===== config.mk =====
export PLATFORM = sky130hd
export DESIGN_NAME = mod_txt_fetch_arb
export DESIGN_NICKNAME = d
export VERILOG_FILES = /design/src/rtl/mod_txt_pkg.sv /design/src/rtl/mod_txt_sat_ctr.sv /design/src/rtl/mod_txt_fetch_arb.sv
export SDC_FILE = /design/constraint.sdc
export NUM_CORES = 1
export LEC_CHECK = 0
export ABC_AREA = 1
export BUFFER_PORTS_ARGS = -buffer_cell sky130_fd_sc_hd__buf_2
export CAP_MARGIN = 40
export CORE_AREA = 2 2 340 342
export CTS_BUF_LIST = sky130_fd_sc_hd__clkbuf_16
export CTS_CLUSTER_DIAMETER = 150
export DETAILED_ROUTE_END_ITERATION = 8
export DIE_AREA = 0 0 342 344
export HOLD_SLACK_MARGIN = 0.06
export PLACE_DENSITY_LB_ADDON = 0.1
export SYNTH_ARGS = -nofsm -noshare
export SYNTH_HDL_FRONTEND = slang
export SYNTH_HIERARCHICAL = 1
export SYNTH_SLANG_ARGS = --single-unit

===== constraint.sdc =====
create_clock -name clock -period 1.93 [get_ports clock]
set_input_delay 0.193 -clock clock [delete_from_list [all_inputs] [get_ports clock]]
set_output_delay 0.193 -clock clock [all_outputs]
set_load 0.005 [all_outputs]

===== src/rtl/mod_txt_pkg.sv =====
// mod_txt_pkg: shared types and constants for the text-cell fetch arbiter.
//   arbState_t   - arbiter FSM state encoding
//   OK_*         - bus status codes used on cpuOK and memOK
//   *_DEF        - default values for the arbiter parameters
package mod_txt_pkg;

  typedef enum logic [1:0] {
    IDLE      = 2'd0,
    DISP_WAIT = 2'd1,
    CPU_RUN   = 2'd2,
    CPU_DONE  = 2'd3
  } arbState_t;

  localparam logic [1:0] OK_IDLE  = 2'b00;
  localparam logic [1:0] OK_READY = 2'b01;
  localparam logic [1:0] OK_HOLD  = 2'b10;
  localparam logic [1:0] OK_ERR   = 2'b11;

  localparam int READ_LAT_DEF   = 3;
  localparam int STARVE_MAX_DEF = 8;
  localparam int TIMEOUT_DEF    = 64;

endpackage


===== src/rtl/mod_txt_sat_ctr.sv =====
// mod_txt_sat_ctr: up-counter that saturates at MAX and never wraps.
//   clock  in   sole clock
//   reset  in   synchronous, active-high reset (count -> 0)
//   clr    in   clear to 0 (wins over inc)
//   inc    in   count up by one, stopping at MAX
//   count  out  current count, WIDTH bits
module mod_txt_sat_ctr
  import mod_txt_pkg::*;
#(
  parameter int MAX   = STARVE_MAX_DEF,
  parameter int WIDTH = $clog2(MAX + 1)
) (
  input  logic             clock,
  input  logic             reset,
  input  logic             clr,
  input  logic             inc,
  output logic [WIDTH-1:0] count
);

  localparam logic [WIDTH-1:0] MAX_C = WIDTH'(MAX);

  always_ff @(posedge clock) begin
    if (reset) begin
      count <= '0;
    end else if (clr) begin
      count <= '0;
    end else if (inc && (count < MAX_C)) begin
      count <= count + 1'b1;
    end
  end

endmodule


===== src/rtl/mod_txt_fetch_arb.sv =====
// mod_txt_fetch_arb: arbitrates one cell memory between display cell fetches
// and CPU bus accesses. The display normally has priority; a CPU kept waiting
// STARVE_MAX cycles overrides it.
//   clock, reset                    sole clock, synchronous active-high reset
//   dispReq/dispCellIx              display fetch request and cell index
//   dispAck/dispCellData            one-cycle completion pulse and fetched cell
//   cpuAddr/cpuInData/cpuOE/cpuWR/cpuQW  CPU bus request
//   cpuOutData/cpuOK                CPU read data and status (00/01/10/11)
//   memCellIx/memCellData           cell-port index out, cell data in
//   memAddr/memInData/memOE/memWR/memQW  bus-port request to memory
//   memOutData/memOK                bus-port read data and status
//
// state     | meaning
// IDLE      | nothing granted, choose next owner
// DISP_WAIT | display granted, cell index held for READ_LAT cycles
// CPU_RUN   | CPU granted, bus passed through to memory
// CPU_DONE  | CPU access finished, status shown until strobes drop
module mod_txt_fetch_arb
  import mod_txt_pkg::*;
#(
  parameter int READ_LAT   = READ_LAT_DEF,
  parameter int STARVE_MAX = STARVE_MAX_DEF,
  parameter int TIMEOUT    = TIMEOUT_DEF
) (
  input  logic         clock,
  input  logic         reset,
  input  logic         dispReq,
  input  logic [13:0]  dispCellIx,
  output logic         dispAck,
  output logic [255:0] dispCellData,
  input  logic [31:0]  cpuAddr,
  input  logic [63:0]  cpuInData,
  input  logic         cpuOE,
  input  logic         cpuWR,
  input  logic         cpuQW,
  output logic [63:0]  cpuOutData,
  output logic [1:0]   cpuOK,
  output logic [13:0]  memCellIx,
  input  logic [255:0] memCellData,
  output logic [31:0]  memAddr,
  output logic [63:0]  memInData,
  output logic         memOE,
  output logic         memWR,
  output logic         memQW,
  input  logic [63:0]  memOutData,
  input  logic [1:0]   memOK
);

  localparam int LAT_W = $clog2(READ_LAT + 1);
  localparam int STV_W = $clog2(STARVE_MAX + 1);
  localparam int TMO_W = $clog2(TIMEOUT + 1);
  localparam logic [LAT_W-1:0] LAT_LOAD = LAT_W'(READ_LAT - 1);
  localparam logic [STV_W-1:0] STV_LIM  = STV_W'(STARVE_MAX);
  localparam logic [TMO_W-1:0] TMO_LAST = TMO_W'(TIMEOUT - 1);

  arbState_t        state;
  logic [LAT_W-1:0] latCnt;
  logic [STV_W-1:0] starveCnt;
  logic [TMO_W-1:0] tmoCnt;
  logic [13:0]      cellIxReg;
  logic             dispAckReg;
  logic [255:0]     dispDataReg;
  logic [63:0]      cpuDataReg;
  logic             errFlag;

  logic cpuReq, cpuGranted, cpuStarved, runEntry, tmoHit;

  assign cpuReq     = cpuOE | cpuWR;
  assign cpuGranted = (state == CPU_RUN) || (state == CPU_DONE);
  assign cpuStarved = starveCnt >= STV_LIM;
  assign runEntry   = (state == IDLE) && cpuReq && (!dispReq || cpuStarved);
  // tmoCnt counts completed CPU_RUN cycles, so this is the TIMEOUT-th one
  assign tmoHit     = tmoCnt >= TMO_LAST;

  mod_txt_sat_ctr #(.MAX(STARVE_MAX), .WIDTH(STV_W)) uStarveCtr (
    .clock (clock),
    .reset (reset),
    .clr   (runEntry),
    .inc   (cpuReq && !cpuGranted),
    .count (starveCnt)
  );

  mod_txt_sat_ctr #(.MAX(TIMEOUT), .WIDTH(TMO_W)) uTimeoutCtr (
    .clock (clock),
    .reset (reset),
    .clr   (runEntry),
    .inc   (state == CPU_RUN),
    .count (tmoCnt)
  );

  always_ff @(posedge clock) begin
    if (reset) begin
      state       <= IDLE;
      latCnt      <= '0;
      cellIxReg   <= '0;
      dispAckReg  <= 1'b0;
      dispDataReg <= '0;
      cpuDataReg  <= '0;
      errFlag     <= 1'b0;
    end else begin
      dispAckReg <= 1'b0;
      case (state)
        IDLE: begin
          if (dispReq && !(cpuReq && cpuStarved)) begin
            state     <= DISP_WAIT;
            cellIxReg <= dispCellIx;
            latCnt    <= LAT_LOAD;
          end else if (cpuReq) begin
            state   <= CPU_RUN;
            errFlag <= 1'b0;
          end
        end
        DISP_WAIT: begin
          // completes regardless of dispReq once started
          if (latCnt == '0) begin
            dispDataReg <= memCellData;
            dispAckReg  <= 1'b1;
            state       <= IDLE;
          end else begin
            latCnt <= latCnt - 1'b1;
          end
        end
        CPU_RUN: begin
          // tracks the index driven combinationally so it holds afterwards
          cellIxReg <= cpuAddr[18:5];
          if (!cpuReq) begin
            state <= IDLE;
          end else if (memOK == OK_READY) begin
            cpuDataReg <= memOutData;
            errFlag    <= 1'b0;
            state      <= CPU_DONE;
          end else if ((memOK == OK_ERR) || tmoHit) begin
            cpuDataReg <= '0;
            errFlag    <= 1'b1;
            state      <= CPU_DONE;
          end
        end
        CPU_DONE: begin
          if (!cpuReq) state <= IDLE;
        end
        default: state <= IDLE;
      endcase
    end
  end

  // Outputs are forced to 0 while reset is high so a transaction in flight
  // is dropped in the very cycle reset rises.
  always_comb begin
    memAddr   = '0;
    memInData = '0;
    memOE     = 1'b0;
    memWR     = 1'b0;
    memQW     = 1'b0;
    memCellIx = cellIxReg;
    cpuOK     = cpuReq ? OK_HOLD : OK_IDLE;
    case (state)
      CPU_RUN: begin
        memAddr   = cpuAddr;
        memInData = cpuInData;
        memOE     = cpuOE;
        memWR     = cpuWR;
        memQW     = cpuQW;
        memCellIx = cpuAddr[18:5];
        cpuOK     = OK_HOLD;
      end
      CPU_DONE: cpuOK = errFlag ? OK_ERR : OK_READY;
      default: ;
    endcase
    if (reset) begin
      memAddr   = '0;
      memInData = '0;
      memOE     = 1'b0;
      memWR     = 1'b0;
      memQW     = 1'b0;
      memCellIx = '0;
      cpuOK     = OK_IDLE;
    end
  end

  assign dispAck      = dispAckReg & ~reset;
  assign dispCellData = reset ? '0 : dispDataReg;
  assign cpuOutData   = reset ? '0 : cpuDataReg;

endmodule


# Word level (Yosys, flattened, before mapping)
# Index checks and enable logic that the tools add are counted.
# Widths: inputs -> output; s select.
[totals] ff_bits=351 out_inout_bits=436 elab_cells=101
[classes] addsub=3 magnitude_cmp=4 eq_ne=15 mux=40 bitwise_logic=4 reduce_logical=26
[op_table] operator="$mux 64" count=5
[op_table] operator="$mux 256" count=1
[op_table] operator="$mux 32" count=2
[op_table] operator="$mux 14" count=3
[op_table] operator="$pmux 14 s2" count=1
[op_table] operator="$mux 2" count=12
[op_table] operator="$mux 1" count=12
[op_table] operator="$ne 2x2->1 const B" count=6
[op_table] operator="$pmux 2 s2" count=2
[op_table] operator="$pmux 2 s4" count=1
[op_table] operator="$add 7x1->7 const B" count=1
[op_table] operator="$ge 7x6->1 const B" count=1
[op_table] operator="$logic_and 1x1->1" count=7
[op_table] operator="$lt 7x7->1 const B" count=1
[op_table] operator="$eq 2x2->1 const B" count=3
[op_table] operator="$reduce_and 3->1" count=2
[op_table] operator="$reduce_bool 2->1" count=3
[op_table] operator="$reduce_and 5->1" count=1
[op_table] operator="$add 4x1->4 const B" count=1
[op_table] operator="$eq 2x1->1 const B" count=2
[op_table] operator="$ge 4x4->1 const B" count=1
[op_table] operator="$logic_not 2->1" count=2
[op_table] operator="$lt 4x4->1 const B" count=1
[op_table] operator="$ne 4x4->1 const B" count=1
[op_table] operator="13 further kinds" count=20

# Logic depth before layout (Yosys ltp)
# Gate-level depths: netlist (run 1).
[depth] word_depth=6 depth_mapped=13 mapped_depth_nobuf=9

# By module
# The synthesis (run 1) kept the hierarchy.
[modules_own_cells] module="mod_txt_fetch_arb" n_inst=1 cells_each=1977 area_per_inst_um2=14919.3
[modules_own_cells] module="mod_txt_sat_ctr at uTimeoutCtr" n_inst=1 cells_each=44 area_per_inst_um2=319.1
[modules_own_cells] module="mod_txt_sat_ctr at uStarveCtr" n_inst=1 cells_each=28 area_per_inst_um2=191.4

# Least setup slack after synthesis (run 1)
# OpenSTA, ideal clock, no wires.
[synth_path] kind="reg-to-reg" start="reg state[1]" end="reg uTimeoutCtr.count[4]" setup_ns=0.113 arrival_ns=1.561 required_ns=1.817 slack_ns=0.256 path_stages_with_launch=14 path_buffers=4 period_less_slack_ns=1.674 path_cell_list="dfxtp_1 buf_2 inv_2 nor2_1 buf_4 buf_4 buf_2 inv_2 nor2_4 nand2_2 nor2_2 nand2_1 nand2_1 nor2_1"
[synth_between] elab_chain_len=4 word_cells_on_any_way=6 classes_between="eq/ne: 1; reduce/logical: 5"
[synth_lines] item="start: declaration" line_no="mod_txt_fetch_arb.sv:56" source="arbState_t state;"
[synth_lines] item="start signal: assignment" line_no="mod_txt_fetch_arb.sv:93" source="state <= IDLE;"
[synth_lines] item="start signal: assignment" line_no="mod_txt_fetch_arb.sv:105" source="state <= DISP_WAIT;"
[synth_lines] item="start signal: assignment" line_no="mod_txt_fetch_arb.sv:109" source="state <= CPU_RUN;"
[synth_lines] item="$logic_not 2->1" line_no="mod_txt_fetch_arb.sv:71" source="assign runEntry = (state == IDLE) && cpuReq && (!dispReq || cpuStarved);"
[synth_lines] item="$logic_and 1x1->1 (2 in a row)" line_no="mod_txt_fetch_arb.sv:71"
[synth_lines] item="$reduce_or 2->1 (no line)"
[synth_lines] item="end signal: assignment" line_no="mod_txt_sat_ctr.sv:28" source="count <= count + 1'b1;"
[synth_lines] item="end: declaration" line_no="mod_txt_sat_ctr.sv:17" source="output logic [WIDTH-1:0] count"
# Several ways; a longest one is shown, not always the timed one.
# A chain may end at the register's enable or synchronous reset.

# Worst setup path after layout (run 1)
[layout_path] start="reg state[1]" end="out memInData[7]"
[layout_between] elab_chain_len=3
[layout_lines] item="$eq 2x2->1" line_no="mod_txt_fetch_arb.sv:156" source="case (state)"
[layout_lines] item="$mux 64" line_no="mod_txt_fetch_arb.sv:156"
[layout_lines] item="$mux 64" line_no="mod_txt_fetch_arb.sv:169" source="if (reset) begin"
[layout_lines] item="end: declaration" line_no="mod_txt_fetch_arb.sv:41" source="output logic [63:0] memInData,"
# No other way between the ends.

==> results.rst, run 1 <==
.. list-table::
   :header-rows: 1

   * - Metric
     - Value
   * - Run status
     - complete, but fails checks
   * - Failing checks
     - setup timing
   * - Most common cell in the netlist
     - sky130_fd_sc_hd__nor2_1
   * - Root buffer selected by CTS
     - sky130_fd_sc_hd__clkbuf_16
   * - DR WL/cell
     - 17.44 um
   * - Area of the die
     - 117600 um^2
   * - Hold Crit Class
     - input pin to register
   * - Count of yosys warnings during synthesis
     - 6
   * - Max Fanout on Critical Path
     - 9
   * - Worst slack, placed
     - 0.1729 ns
   * - TritonCTS clock tree
     - yes
   * - Aggregate global-route resource usage
     - 0.1320
   * - Buffer levels on the longest clock path
     - 3
   * - Multiplexer fraction of the synthesized cell area
     - 0
   * - IR Drop Worst-Case VDD
     - 0.0008153 V
   * - Mapped Cells
     - 2049
   * - Area inside the core boundary
     - 113900 um^2
   * - Post-Synthesis Cell Area
     - 15430 um^2
   * - Chip Height
     - 344 um
   * - Post-CTS clock slew at the launch and capture registers of the worst setup and hold paths
     - 0.06 ns
   * - Dominant cell type by area after synthesis
     - sky130_fd_sc_hd__dfxtp_1
   * - Delay of the slowest critical-path stage
     - 0.35 ns
   * - Vias/cell
     - 3.751
   * - Critical Path Start Type
     - register
   * - Minimum clock period
     - 2.128 ns
   * - Clock insertion delay at the later pin of the skew report
     - 0.61 ns
   * - Initial core utilization
     - 0.1355
   * - CTS Buf Count
     - 48
   * - Remaining routing DRC violations
     - 0
   * - Drt initial violations
     - 567
   * - Slew headroom
     - 0.5728
   * - Final estimated routing congestion in global placement
     - 0.7577
   * - Largest net degree at the start of global routing
     - 95
   * - Achievable clock frequency
     - 0.4700 GHz
   * - Most frequent cell on the critical path
     - sky130_fd_sc_hd__buf_12
   * - Total buffers and inverters traversed by the critical path
     - 5
   * - Synthesis-to-layout area growth
     - 81.16%
   * - Vias after detailed routing
     - 17984
   * - Antenna violation net count after detailed routing
     - 0
   * - Final WS setup
     - -0.1978 ns
   * - Top area cells in the synthesized netlist
     - sky130_fd_sc_hd__dfxtp_1 (46%), sky130_fd_sc_hd__o32a_1 (17%), sky130_fd_sc_hd__nor2_1 (12%)
   * - RSZ-0062 raised after global routing
     - true
   * - Tcrit/Tclk final
     - 1.103
   * - Power density cells
     - 1137 nW/um^2
   * - Post-DP HPWL
     - 59.31 mm
   * - Post-synth EDFFs
     - 0
   * - Static Leak
     - 13.17 nW
   * - Worst Path Class, Setup
     - register to output pin
   * - I/O pin total
     - 874
   * - H-tree depth
     - 2
   * - Synthesized-area fraction occupied by adder cells
     - 0.002433
   * - Post-Syn Area per Cell
     - 7.530 um^2
   * - Fraction of layout instances using a drive strength above 1
     - 0.3571
   * - Worst slew pin tran
     - 0.6408 ns
   * - Post-synth top area share
     - 0.4554
   * - CP Cell Sequence
     - inv_4 -> nor2_4 -> buf_12 -> buf_12 -> clkbuf_16 -> nand2_1 -> nor2_1 -> buf_2
   * - Port Buffer Count
     - 873
   * - Compound-cell area share of the yosys netlist
     - 0.1810
   * - Number of fillers in the final layout
     - 12763
   * - Post-synthesis cell type count
     - 25
   * - Synthesized-area fraction occupied by and/or/nand/nor cells
     - 0.2209
   * - Final total negative setup slack
     - -14.73 ns
   * - Horiz. Die Dim
     - 342 um
   * - #FFs+latches synth
     - 351
   * - Std cell rows
     - 124
   * - Cell with the largest stage delay on the worst path
     - sky130_fd_sc_hd__dfxtp_2
   * - Arrival time at the worst endpoint
     - 1.93 ns
   * - First-pass GRT wire length
     - 118.3 mm
   * - Synthesized Nets
     - 2490
   * - Number of sinks driven by the clock tree
     - 351
   * - Final Setup Violations
     - 111
   * - Crit path capture type
     - output pin
   * - Final hold violation count
     - 0
   * - Vias in the first global route
     - 18295
   * - Number of max-slew violations in the final report
     - 0
   * - Clock tree skew after final layout
     - 0.02137 ns
   * - Most numerous cell types in the synthesized netlist
     - sky130_fd_sc_hd__nor2_1 (480), sky130_fd_sc_hd__dfxtp_1 (351), sky130_fd_sc_hd__inv_1 (348)
   * - Top Family by Delay on Critical Path
     - buffers and inverters
   * - Area share of xor/xnor cells in the synthesized design
     - 0.0005676
   * - # Max-Cap Violations
     - 0
   * - Number of nets in the layout
     - 3685
   * - Total Wirelength
     - 83.63 mm
   * - Sequential-to-total area share from yosys stat
     - 0.4554
   * - Synth Flop Type
     - sky130_fd_sc_hd__dfxtp_1
   * - Total overflow reported by the global router
     - 0
   * - Worst path required time
     - 1.74 ns
   * - Fraction of synthesis flops using an asynchronous set or reset pin
     - 0
   * - Dominant combinational cell family by area after synthesis
     - simple AND/OR/NAND/NOR gates
   * - Number of antenna violations at the first check in global routing
     - 9
   * - Number of detailed-route iterations in the first pass
     - 4
==> state kept, by name, indices dropped and copies added, names as in the netlist <==
signal             cells
dispDataReg          256
dispAckReg             1
uStarveCtr/count       4
uTimeoutCtr/count      7
latCnt                 2
cellIxReg             14
cpuDataReg            64
state                  2
errFlag                1
==> worst paths after layout <==
path	from	end	slack, ns	depth (start not counted)
max	state[1]$_SDFFE_PP0P_	memInData[7]	-0.20	8
max reg2reg	state[1]$_SDFFE_PP0P_	uTimeoutCtr/count[4]$_SDFFE_PP0P_	0.07	14
min	memOK[0]	state[1]$_SDFFE_PP0P_	0.11	5
min reg2reg	uTimeoutCtr/count[0]$_SDFFE_PP0P_	uTimeoutCtr/count[0]$_SDFFE_PP0P_	0.50	1
==> worst register-to-register path, stage by stage (launching register included) <==
cell                        delay [ns]
sky130_fd_sc_hd__dfxtp_2          0.35
sky130_fd_sc_hd__inv_4            0.04
sky130_fd_sc_hd__nor2_4           0.15
sky130_fd_sc_hd__buf_6            0.16
sky130_fd_sc_hd__buf_12           0.14
sky130_fd_sc_hd__clkbuf_16        0.17
sky130_fd_sc_hd__buf_4            0.10
sky130_fd_sc_hd__buf_4            0.12
sky130_fd_sc_hd__inv_2            0.05
sky130_fd_sc_hd__nor2_4           0.13
sky130_fd_sc_hd__nand2_2          0.08
sky130_fd_sc_hd__nor2_2           0.10
sky130_fd_sc_hd__nand2_1          0.06
sky130_fd_sc_hd__nand2_1          0.05
sky130_fd_sc_hd__nor2_1           0.04
==> repair_timing <==
item,in CTS,in global routing
hold endpoints to repair,347,0
gates resized for setup,89,127
setup endpoints to repair,114,113
hold buffers,349,0
pin swaps,10,23
gates cloned,10,5
buffers inserted,15,8
==> layout make-up <==
class                   instances  area, um^2  area share
well taps                    1512        1892     0.06768
clock buffers                  49        1226     0.04387
flip-flops and latches        351        7032      0.2516
clock inverters                33       220.2    0.007878
diodes                          6       15.01   0.0005371
multi-input cells            1175        6915      0.2474
repair buffers               1316        9314      0.3332
inverters                     352        1339     0.04789
==> metrics by stage <==
stage	utilization	instance area (um^2)	instances	power, W	hold slack, ns
global placement	0.1906	21710	4321	0.02135	0.4261
floorplan	-	15430	2049	0.01635	0.3313
finish	0.2455	27950	4794	0.03178	0.1054
global route	0.2454	27950	4791	0.03408	0.09025
detailed placement	0.1906	21710	4321	0.02121	0.4219
CTS	0.2402	27350	4777	0.03191	0.06686
==> report_power, final <==
part | internal [W] | total (W) | switching, W
Combinational | 0.00564 | 0.0132 | 0.00761
Sequential | 0.00946 | 0.0100 | 0.000564
Clock | 0.00482 | 0.00851 | 0.00370
==> placed cells by master (no fill, tap or decap), types with 8 or more instances in the layout <==
master	count
sky130_fd_sc_hd__a21oi_1	12
sky130_fd_sc_hd__buf_12	35
sky130_fd_sc_hd__buf_16	8
sky130_fd_sc_hd__buf_2	868
sky130_fd_sc_hd__buf_4	45
sky130_fd_sc_hd__clkbuf_16	54
sky130_fd_sc_hd__clkinv_1	14
sky130_fd_sc_hd__dfxtp_1	349
sky130_fd_sc_hd__dlygate4sd3_1	349
sky130_fd_sc_hd__inv_1	358
sky130_fd_sc_hd__nand2_1	220
sky130_fd_sc_hd__nand2_2	47
sky130_fd_sc_hd__nand2_4	28
sky130_fd_sc_hd__nand3_1	77
sky130_fd_sc_hd__nor2_1	439
sky130_fd_sc_hd__nor2_2	29
sky130_fd_sc_hd__nor2_4	18
sky130_fd_sc_hd__o21ai_0	22
sky130_fd_sc_hd__o32a_1	256
==> per-layer routing <==
layer | share of wire | track usage | vias to the layer above | wire length, um
met5 | 0.00016 | 0 | - | 13
met4 | 0.037 | 0.04605 | 2 | 3057
met3 | 0.078 | 0.04338 | 124 | 6536
met2 | 0.51 | 0.2465 | 599 | 42770
met1 | 0.37 | 0.1375 | 8221 | 31250
li1 | - | - | 9038 | -
==> cells by family (layout without fill, tap and decap cells) <==
| family | Yosys count | in the layout |
|---|---|---|
| buffers and inverters | 523 | 1750 |
| AND/OR/NAND/NOR | 870 | 870 |
| AO/OA/AOI/OAI | 301 | 301 |
| other | 0 | 6 |
| flip-flops | 351 | 351 |
| adder cells (fa/ha/maj) | 3 | 3 |
| XOR/XNOR | 1 | 1 |
(Power assumes the default switching activity.)
==> run 2, diff against run 1 <==
- BUFFER_PORTS_ARGS: -buffer_cell sky130_fd_sc_hd__buf_2 -> -buffer_cell sky130_fd_sc_hd__buf_4
==> run 2 against run 1 <==
The flow still finishes with violations (setup timing). Wire length rose by 0.58%. Maximum frequency rose by 1.8%. Combinational power rose by 6%. Setup slack improved by 0.038 ns. Sequential share of layout area fell by 1.9 points. Via count rose by 2.1%. Clock skew rose by 0.0019 ns. Non-clock buffer count fell by 9. Highest routed layer unchanged.
==> results.rst, run 2 (synthesis gave the netlist of run 1 again) <==
.. list-table::
   :header-rows: 1

   * - Metric
     - Value
   * - TritonCTS clock tree
     - yes
   * - Buffer levels on the longest clock path
     - 3
   * - Clock insertion delay at the later pin of the skew report
     - 0.61 ns
   * - IR Drop Worst-Case VDD
     - 0.0005395 V
   * - Largest register FFs
     - 256
   * - Post-DP Area
     - 23910 um^2
   * - Worst slew pin tran
     - 0.7683 ns
   * - Max Fanout on Critical Path
     - 7
   * - Slew headroom
     - 0.4878
   * - Total Wirelength
     - 84.11 mm
   * - Worst Path Class, Setup
     - register to output pin
   * - Multi-input logic area
     - 6968 um^2
   * - Number of nets in the layout
     - 3677
   * - Number of detailed-route iterations in the first pass
     - 5
   * - Power density cells
     - 1086 nW/um^2
   * - # Max-Cap Violations
     - 0
   * - Power after layout
     - 0.03281 W
   * - Vias after detailed routing
     - 18353
   * - CTS Buf Count
     - 49
   * - Port Buffer Count
     - 873
   * - Delay of the slowest critical-path stage
     - 0.33 ns
   * - Cell with the largest stage delay on the worst path
     - sky130_fd_sc_hd__dfxtp_2
   * - Final WS setup
     - -0.1597 ns
   * - Initial core utilization
     - 0.1355
   * - Final hold violation count
     - 0
   * - Tcrit/Tclk final
     - 1.083
   * - Number of fillers in the final layout
     - 12515
   * - Remaining routing DRC violations
     - 0
   * - Vias/cell
     - 3.828
   * - Sequential Area
     - 7029 um^2
   * - Minimum clock period
     - 2.090 ns
   * - Highest-count cells in the layout ignoring fill and taps
     - sky130_fd_sc_hd__buf_4 (891), sky130_fd_sc_hd__nor2_1 (424), sky130_fd_sc_hd__inv_1 (358)
   * - Regs by FF count
     - dispDataReg x256, cpuDataReg x64, cellIxReg x14
   * - Drt initial violations
     - 639
   * - Number of placed cells counting well taps
     - 4321
   * - I/O pin total
     - 874
   * - DR WL/cell
     - 17.54 um
   * - Number of sinks driven by the clock tree
     - 351
   * - Std cell rows
     - 124
   * - Total overflow reported by the global router
     - 0
   * - Number of antenna violations at the first check in global routing
     - 9
   * - Final estimated routing congestion in global placement
     - 0.8546
   * - RSZ-0062 raised after global routing
     - true
   * - Hold Crit Class
     - input pin to register
   * - Area of the die
     - 117600 um^2
   * - Post-DP HPWL
     - 60.53 mm
   * - Summed area of non-filler cells in the final layout
     - 30200 um^2
   * - Register with the most flip-flops
     - dispDataReg
   * - Achievable clock frequency
     - 0.4785 GHz
   * - Root buffer selected by CTS
     - sky130_fd_sc_hd__clkbuf_16
   * - Static Leak
     - 13.48 nW
   * - Crit path capture type
     - output pin
   * - Final Setup Violations
     - 108
   * - Clock tree skew after final layout
     - 0.02326 ns
   * - Fraction of layout instances using a drive strength above 1
     - 0.3609
   * - Area inside the core boundary
     - 113900 um^2
   * - Worst path required time
     - 1.74 ns
   * - Arrival time at the worst endpoint
     - 1.90 ns
   * - First-pass GRT wire length
     - 121.1 mm
   * - Chip Height
     - 344 um
   * - Post-CTS clock slew at the launch and capture registers of the worst setup and hold paths
     - 0.06 ns
   * - CP Cell Sequence
     - inv_2 -> nor2_4 -> buf_12 -> buf_12 -> clkbuf_16 -> nand2_1 -> nor2_1 -> buf_4
   * - Horiz. Die Dim
     - 342 um
   * - Aggregate global-route resource usage
     - 0.1345
   * - H-tree depth
     - 2
   * - Run status
     - complete, but fails checks
   * - Most frequent cell on the critical path
     - sky130_fd_sc_hd__buf_12
   * - Synthesis-to-layout area growth
     - 95.71%
   * - Largest net degree at the start of global routing
     - 96
   * - Critical Path Start Type
     - register
   * - Final Instance Count excl. Fillers
     - 4794
   * - Fraction of the core area covered by cells at the end of the flow
     - 0.2652
   * - Antenna violation net count after detailed routing
     - 0
   * - Most frequent standard cell in the layout excluding fill and tap cells
     - sky130_fd_sc_hd__buf_4
   * - Vias in the first global route
     - 19106
   * - Failing checks
     - setup timing
   * - Number of max-slew violations in the final report
     - 0
[run 2: changes by cell type in the layout (fill, tap and decap cells not counted), moves of 8 or more]
cell / change
sky130_fd_sc_hd__nand2_2: -8
sky130_fd_sc_hd__nor2_1: -15
sky130_fd_sc_hd__buf_2: -868
sky130_fd_sc_hd__nor2_2: +12
sky130_fd_sc_hd__buf_6: +15
sky130_fd_sc_hd__buf_4: +846
[run 2: what timing repair did]
item | in CTS | in global routing
hold buffers | 350 | 0
gates resized for setup | 148 | 88
buffers inserted | 14 | 3
cloned | 10 | 2
setup endpoints to repair | 114 | 114
pin swaps | 26 | 11
endpoints found under the hold margin | 337 | 0
[run 2: through the flow]
step | worst slack, ns | hold WS [ns] | setup TNS, ns
floorplan | 0.2558 | 0.3313 | 0
global placement | 0.1341 | 0.4155 | 0
detailed placement | 0.1180 | 0.4204 | 0
CTS | -0.2699 | 0.06218 | -24.58
global route | -0.2764 | 0.1006 | -24.68
finish | -0.1597 | 0.1047 | -10.97
[run 2: metal layers]
metal	vias up	global-route usage	routed length, um
li1	9041	-	-
met3	100	0.05032	7359
met1	8594	0.1374	30870
met4	4	0.03527	1953
met5	-	0	24
met2	614	0.2551	43900
[run 2: final timing paths]
check | depth (start not counted) | end | from | slack (ns)
min | 4 | cpuDataReg[8]$_SDFFE_PP0P_ | reset | 0.10
min reg2reg | 2 | uStarveCtr/count[1]$_SDFFE_PP0P_ | uStarveCtr/count[1]$_SDFFE_PP0P_ | 0.51
max reg2reg | 6 | dispDataReg[47]$_SDFFE_PP0P_ | latCnt[0]$_SDFFE_PP0P_ | 0.14
max | 8 | memInData[63] | state[1]$_SDFFE_PP0P_ | -0.16
[run 2: layout make-up]
type | instances | share of cell area
clock inverter | 40 | 0.009323
timing repair buffer | 1307 | 0.3781
antenna | 7 | 0.0005801
clock buffer | 50 | 0.04143
sequential | 351 | 0.2328
multi-input combinational | 1175 | 0.2307
inverter | 352 | 0.04442
tap | 1512 | 0.06265
[run 2: critical path: cells and delay by family (launching register included)]
kind / cells / cell delay [ns]
AND/OR/NAND/NOR: 3 / 0.27
buffers and inverters: 5 / 0.66
flip-flops: 1 / 0.33
[run 2: power breakdown]
group / leakage [nW] / switching [W] / internal [W]
clock network: 0.782 / 0.00368 / 0.00507
registers: 2.86 / 0.000618 / 0.00946
logic: 9.84 / 0.00759 / 0.00638
